==> src/rtl/host_sequencer_pkg.sv <==
`default_nettype none
// ----------------------------------------------------------------------------
// host_sequencer_pkg : shared FSM state, load-kind encoding and widths  | rev 1.0
// ----------------------------------------------------------------------------
package host_sequencer_pkg;

  localparam int IMEM_AW = 10;
  localparam int IW      = 9;
  localparam int DMEM_AW = 8;
  localparam int DW      = 8;

  localparam logic c_KIND_INSTR = 1'b0;
  localparam logic c_KIND_DATA  = 1'b1;

  typedef enum logic [2:0] {
    ST_IDLE  = 3'd0,
    ST_LOAD  = 3'd1,
    ST_START = 3'd2,
    ST_RUN   = 3'd3,
    ST_DRAIN = 3'd4,
    ST_FIN   = 3'd5,
    ST_ERR   = 3'd6
  } state_t;

endpackage
`default_nettype wire

==> src/rtl/host_seq_wdog.sv <==
`default_nettype none
// ----------------------------------------------------------------------------
// host_seq_wdog : counts consecutive RUN cycles, flags the TIMEOUT-th one  | rev 1.0
// ----------------------------------------------------------------------------
module host_seq_wdog #(
  parameter int unsigned TIMEOUT = 4096
) (
  input  logic clk,
  input  logic reset_n,
  input  logic run_i,
  output logic expired_o
);

  localparam int CW = $clog2(TIMEOUT + 1);

  logic [CW-1:0] count_q;

  always_ff @(posedge clk or negedge reset_n) begin
    if (!reset_n) begin
      count_q <= '0;
    end else if (run_i) begin
      count_q <= count_q + CW'(1);
    end else begin
      count_q <= '0;
    end
  end

  assign expired_o = run_i && (count_q == CW'(TIMEOUT - 1));

endmodule
`default_nettype wire

==> src/rtl/host_sequencer.sv <==
`default_nettype none
// ----------------------------------------------------------------------------
// host_sequencer : load imem/dmem, start CPU, stream results back; optional
// RUN timeout under HOST_SEQ_TIMEOUT_EN                                 | rev 1.0
// ----------------------------------------------------------------------------
module host_sequencer
  import host_sequencer_pkg::*;
#(
  parameter int unsigned START_CYCLES = 2,
  parameter logic [7:0]  RESULT_BASE  = 8'd0,
  parameter int unsigned RESULT_LEN   = 4,
  parameter int unsigned TIMEOUT      = 4096
) (
  input  logic               clk,
  input  logic               reset_n,
  input  logic               ld_valid,
  output logic               ld_ready,
  input  logic               ld_kind,
  input  logic [IW-1:0]      ld_data,
  input  logic               ld_last,
  output logic               imem_wr_en,
  output logic [IMEM_AW-1:0] imem_addr,
  output logic [IW-1:0]      imem_wdata,
  output logic               dmem_wr_en,
  output logic [DMEM_AW-1:0] dmem_addr,
  output logic [DW-1:0]      dmem_wdata,
  input  logic [DW-1:0]      dmem_rd_data,
  output logic               cpu_start,
  input  logic               cpu_done,
  output logic               rd_valid,
  input  logic               rd_ready,
  output logic [DW-1:0]      rd_data,
  output logic               busy,
  output logic               seq_done,
  output logic               imem_ovf,
  output logic               timeout_err
);

  localparam int SCW = (START_CYCLES > 1) ? $clog2(START_CYCLES) : 1;
  localparam logic [SCW-1:0]     c_START_LAST = SCW'(START_CYCLES - 1);
  localparam logic [DMEM_AW-1:0] c_IDX_LAST   = DMEM_AW'(RESULT_LEN - 1);

  if (START_CYCLES < 1 || RESULT_LEN < 1 || RESULT_LEN > 256 || TIMEOUT < 1) begin : g_param_check
    $error("host_sequencer: parameter out of range");
  end

  state_t               state_q, state_d;
  logic [IMEM_AW-1:0]   icnt_q;
  logic [DMEM_AW-1:0]   dcnt_q;
  logic [DMEM_AW-1:0]   idx_q;
  logic [SCW-1:0]       start_cnt_q;
  logic                 run_armed_q;
  logic                 ovf_q;
  logic                 imem_wr_q, dmem_wr_q;
  logic [IMEM_AW-1:0]   imem_addr_q;
  logic [IW-1:0]        imem_wdata_q;
  logic [DMEM_AW-1:0]   dmem_addr_q;
  logic [DW-1:0]        dmem_wdata_q;

  logic w_accept, w_fin_exit, w_rd_xfer, w_in_run, w_timeout;

  assign w_accept   = ld_valid && ld_ready;
  assign w_fin_exit = ((state_q == ST_FIN) || (state_q == ST_ERR)) && ld_valid;
  assign w_rd_xfer  = rd_valid && rd_ready;
  assign w_in_run   = (state_q == ST_RUN);

`ifdef HOST_SEQ_TIMEOUT_EN
  host_seq_wdog #(.TIMEOUT(TIMEOUT)) u_wdog (
    .clk       (clk),
    .reset_n   (reset_n),
    .run_i     (w_in_run),
    .expired_o (w_timeout)
  );
  assign timeout_err = (state_q == ST_ERR);
`else
  assign w_timeout   = 1'b0;
  assign timeout_err = 1'b0;
`endif

  always_ff @(posedge clk or negedge reset_n) begin
    if (!reset_n) begin
      state_q <= ST_IDLE;
    end else begin
      state_q <= state_d;
    end
  end

  always_comb begin
    state_d = state_q;
    unique case (state_q)
      ST_IDLE, ST_LOAD: if (w_accept) state_d = ld_last ? ST_START : ST_LOAD;
      ST_START:         if (start_cnt_q == c_START_LAST) state_d = ST_RUN;
      ST_RUN: begin
        // cpu_done is only trusted from the second RUN cycle on
        if (run_armed_q && cpu_done) state_d = ST_DRAIN;
        else if (w_timeout)          state_d = ST_ERR;
      end
      ST_DRAIN:         if (w_rd_xfer && (idx_q == c_IDX_LAST)) state_d = ST_FIN;
      ST_FIN, ST_ERR:   if (ld_valid) state_d = ST_IDLE;
      default:          state_d = ST_IDLE;
    endcase
  end

  always_comb begin
    ld_ready  = 1'b0;
    busy      = 1'b0;
    cpu_start = 1'b0;
    rd_valid  = 1'b0;
    seq_done  = 1'b0;
    rd_data   = '0;
    dmem_addr = dmem_addr_q;
    unique case (state_q)
      ST_IDLE:  ld_ready = 1'b1;
      ST_LOAD:  begin ld_ready = 1'b1; busy = 1'b1; end
      ST_START: begin busy = 1'b1; cpu_start = 1'b1; end
      ST_RUN:   busy = 1'b1;
      ST_DRAIN: begin
        busy      = 1'b1;
        rd_valid  = 1'b1;
        rd_data   = dmem_rd_data;
        dmem_addr = RESULT_BASE + idx_q;
      end
      ST_FIN:   seq_done = 1'b1;
      default:  ;
    endcase
  end

  always_ff @(posedge clk or negedge reset_n) begin
    if (!reset_n) begin
      icnt_q       <= '0;
      dcnt_q       <= '0;
      ovf_q        <= 1'b0;
      imem_wr_q    <= 1'b0;
      dmem_wr_q    <= 1'b0;
      imem_addr_q  <= '0;
      imem_wdata_q <= '0;
      dmem_addr_q  <= '0;
      dmem_wdata_q <= '0;
    end else begin
      imem_wr_q <= w_accept && (ld_kind == c_KIND_INSTR);
      dmem_wr_q <= w_accept && (ld_kind == c_KIND_DATA);
      if (w_fin_exit) begin
        icnt_q <= '0;
        dcnt_q <= '0;
        ovf_q  <= 1'b0;
      end else if (w_accept) begin
        if (ld_kind == c_KIND_INSTR) begin
          imem_addr_q  <= icnt_q;
          imem_wdata_q <= ld_data;
          icnt_q       <= icnt_q + 1'b1;
          if (icnt_q == '1) ovf_q <= 1'b1;
        end else begin
          dmem_addr_q  <= dcnt_q;
          dmem_wdata_q <= ld_data[DW-1:0];
          dcnt_q       <= dcnt_q + 1'b1;
        end
      end
    end
  end

  always_ff @(posedge clk or negedge reset_n) begin
    if (!reset_n) begin
      start_cnt_q <= '0;
      run_armed_q <= 1'b0;
      idx_q       <= '0;
    end else begin
      start_cnt_q <= (state_q == ST_START) ? start_cnt_q + 1'b1 : '0;
      run_armed_q <= w_in_run;
      if (state_q != ST_DRAIN) idx_q <= '0;
      else if (w_rd_xfer)      idx_q <= idx_q + 1'b1;
    end
  end

  assign imem_wr_en = imem_wr_q;
  assign imem_addr  = imem_addr_q;
  assign imem_wdata = imem_wdata_q;
  assign dmem_wr_en = dmem_wr_q;
  assign dmem_wdata = dmem_wdata_q;
  assign imem_ovf   = ovf_q;

endmodule
`default_nettype wire
==> config.mk <==
export PLATFORM = sky130hd
export DESIGN_NAME = host_sequencer
export DESIGN_NICKNAME = d
export VERILOG_FILES = /design/src/rtl/host_sequencer_pkg.sv /design/src/rtl/host_seq_wdog.sv /design/src/rtl/host_sequencer.sv
export SDC_FILE = /design/constraint.sdc
export NUM_CORES = 1
export LEC_CHECK = 0
export ABC_AREA = 1
export BUFFER_PORTS_ARGS = -buffer_cell sky130_fd_sc_hd__buf_2
export CAP_MARGIN = 20
export CORE_ASPECT_RATIO = 1.75
export CORE_MARGIN = 2
export CORE_UTILIZATION = 49
export CTS_CLUSTER_SIZE = 16
export DETAILED_ROUTE_END_ITERATION = 10
export PLACE_DENSITY = 0.73
export RECOVER_POWER = 100
export SETUP_SLACK_MARGIN = 0.2
export SYNTH_ARGS = -nofsm -noshare
export SYNTH_HDL_FRONTEND = slang
export SYNTH_SLANG_ARGS = --single-unit
==> constraint.sdc <==
create_clock -name clk -period 2.7 [get_ports clk]
set_input_delay 0.54 -clock clk [delete_from_list [all_inputs] [get_ports clk]]
set_output_delay 0.54 -clock clk [all_outputs]
set_load 0.01 [all_outputs]
==> results.yml <==
pwr:
  switching_share_pct: 36.0
  p_per_area_nw_per_um2: 1060
  internal-power_mw: 2.66
  combPwrFrac_pct: 29.5
  power_frac_seq_pct: 40.7
  leakage_nw: 1.95
  p_total_mw: 4.15
  p_switching_mw: 1.49
  peakVddDrop_mv: 0.601
  p_clk_share_pct: 29.8
clocking:
  cts_buffer_depth: 2
  htree_levels: 3
  post_cts_buffers: 0
  postCtsResizedCells: 0
  clkLatencyLatePin_ns: 0.33
  cts.clk_slew.worst_paths_ns: 0.05
  cts_hold_buf: 0
  cts_tree: "done"
  cts_sinks: 69
  cts_buffers: 9
  cts_root_buf: "clkbuf_16"
sta:
  rsz0062_at_grt: "no"
  min_period_over_period_pct: 84.6
  final-max-slew-violation-count: 70
  slew_headroom_pct: -10.3
  worst_pin_slew_ns: 1.65
  fin_hold_ws_ns: 0.416
  setup_viol: 0
  final_hold_viol_count: 0
  fin_tns_setup_ns: 0
  clock.fmax_mhz: 438
  fin_crit_ns: 2.28
  skew_ns: 0.00385
logic_synthesis:
  synth_ff_type: "dfrtp_1"
  synth_nets: 426
  synth_area_leaders: "dfrtp_1 51%, nand2_1 11%, o21ai_0 6.6%"
  synth_edf_count: 0
  yosys-top-cells-count: "100 x nand2_1, 69 x dfrtp_1, 57 x inv_1"
  ys_seq_area_share_pct: 51.5
  synth-seq-cells: 69
  syn_area_per_cell_um2: 8.40
  synth-async-reset-ratio_pct: 100
  yosys_warnings: 0
  syn_inst: 399
  synth_most_common_cell: "nand2_1"
  yosysTopAreaCell: "dfrtp_1"
  synthDistinctLibCells: 29
  synth_area_um2: 3350
  yosysTopAreaCellShare_pct: 51.5
route:
  drc: 0
  avgRoutedWirePerCell_um: 12.7
  viasPerCell: 5.07
  dr.pass1.iters: 4
  drt_iter0_drc: 105
  routed_wl_um: 7120
  ant_nets: 0
  vias: 2850
setup_path:
  reg2reg_depth: 5
  required_ns: 2.16
  arrival_ns: 1.74
  critical_path_class: "register to output pin"
  startpoint_type: "register"
  cp_max_fo: 28
  end_kind: "output pin"
die:
  std_cell_rows: 39
  die_w_um: 66.5
  die_height_um: 113
  dieArea_um2: 7550
  io_pins: 76
  coreArea_um2: 6590
  start_util_pct: 50.9
finish:
  drive_gt1_share_pct: 9.79
  areaGrowthSynthToFinish_pct: 16.8
  instances_no_fill: 562
  antenna_cells: 0
  fin_nets: 503
global_routing:
  first_global_vias: 2724
  antenna_found_initial: 0
  gr-total-overflow: 0
  grt_pass1_wl_um: 11900
  grt_max_degree: 70
  grtUsageTotal_pct: 20.6
run:
  maxCapViolCount: 1
place:
  port_buffers: 74
  dp_hpwl_um: 5140
  dp.cells: 547
  gp_congestion: 0.834
status:
  violations: "max-capacitance violations, max-slew violations"
  status: "finished with violations"
hold_path:
  min_path_cells: 3
  hp-class: "primary input to register"
worst max-delay path, stage by stage (launching register included):
cell      delay [ns]
dfrtp_1         0.44
nor2_1          0.12
nand2_1         0.07
buf_4           0.23
inv_1           0.23
nand2_1         0.10
nand2_1         0.07
clkbuf_1        0.15
power by group through the flow:
stage / clock network [mW] / logic, mW / registers [mW]
global route: 1.31 / 1.42 / 1.74
floorplan: 0 / 0.856 / 1.75
global placement: 0 / 1.37 / 1.68
detailed placement: 0 / 1.41 / 1.70
CTS: 1.26 / 1.42 / 1.69
finish: 1.24 / 1.23 / 1.69
placed cells by master (no fill, tap or decap), drive strengths merged:
cell type / instances
nand2: 103
dfrtp: 69
clkbuf: 63
o21ai: 61
inv: 60
nor2: 32
nand3: 30
buf: 24
nand4: 11
a21oi: 4
o21a: 3
nor3: 3
o22ai: 3
ha: 3
clkinv: 3
o211ai: 2
a21boi: 2
bufinv: 2
xnor2: 1
conb: 1
cells by family (layout without fill, tap and decap cells):
logic type / after synthesis / count (layout) / share of synthesized area, %
simple gates: 179 / 179 / 23.8
compound gates: 75 / 75 / 13.7
buf+inv: 71 / 152 / 9.44
flops: 69 / 69 / 51.5
fa+ha+maj: 3 / 3 / 1.12
other cells: 1 / 1 / 0.112
xor+xnor: 1 / 1 / 0.261
metrics by stage:
step / utilization, % / cell area (µm²) / setup slack, ns
6_report: 59.5 / 3920 / 0.416
5_1_grt: 59.5 / 3920 / 0.232
4_1_cts: 62.1 / 4090 / 0.477
3_5_place_dp: 57.3 / 3770 / 0.830
3_3_place_gp: 57.3 / 3770 / 0.902
2_1_floorplan: - / 3350 / 0.918
sequential cells by signal, indices dropped and copies added (netlist names), 3 cells and up:
| register | flops |
|---|---|
| dcnt_q | 8 |
| dmem_addr_q | 8 |
| idx_q | 8 |
| imem_addr | 10 |
| state_q | 3 |
| icnt_q | 10 |
| imem_wdata | 9 |
| dmem_wdata | 8 |
path summary, 6_finish.rpt:
check	start	end	slack (ns)
setup / recovery	state_q[1]$_DFFE_PN0P_	dmem_addr[6]	0.42
hold / removal	ld_data[8]	imem_wdata[8]$_DFFE_PN0P_	0.42
setup reg to reg	state_q[1]$_DFFE_PN0P_	dmem_wdata[4]$_DFFE_PN0P_	0.48
hold reg to reg	start_cnt_q$_DFF_PN0_	start_cnt_q$_DFF_PN0_	0.42
max in group asynchronous	reset_n	idx_q[3]$_DFFE_PN0P_	0.99
min in group asynchronous	reset_n	run_armed_q$_DFF_PN0_	0.72
layout make-up:
cell class | count | area (µm²)
fill | 659 | 2670
sequential | 69 | 1730
multi-input combinational | 259 | 1220
timing repair buffer | 77 | 323
clock buffer | 10 | 239
inverter | 60 | 230
tap | 82 | 103
clock inverter | 5 | 75.1
metal layers:
layer	vias to the layer above	GRT usage (%)	routed length [µm]
met2	61	36.3	3900
met1	1340	23.5	2780
met4	0	7.62	106
met5	-	0	0
met3	9	5.23	323
li1	1440	-	-
(Power assumes the default switching activity.)
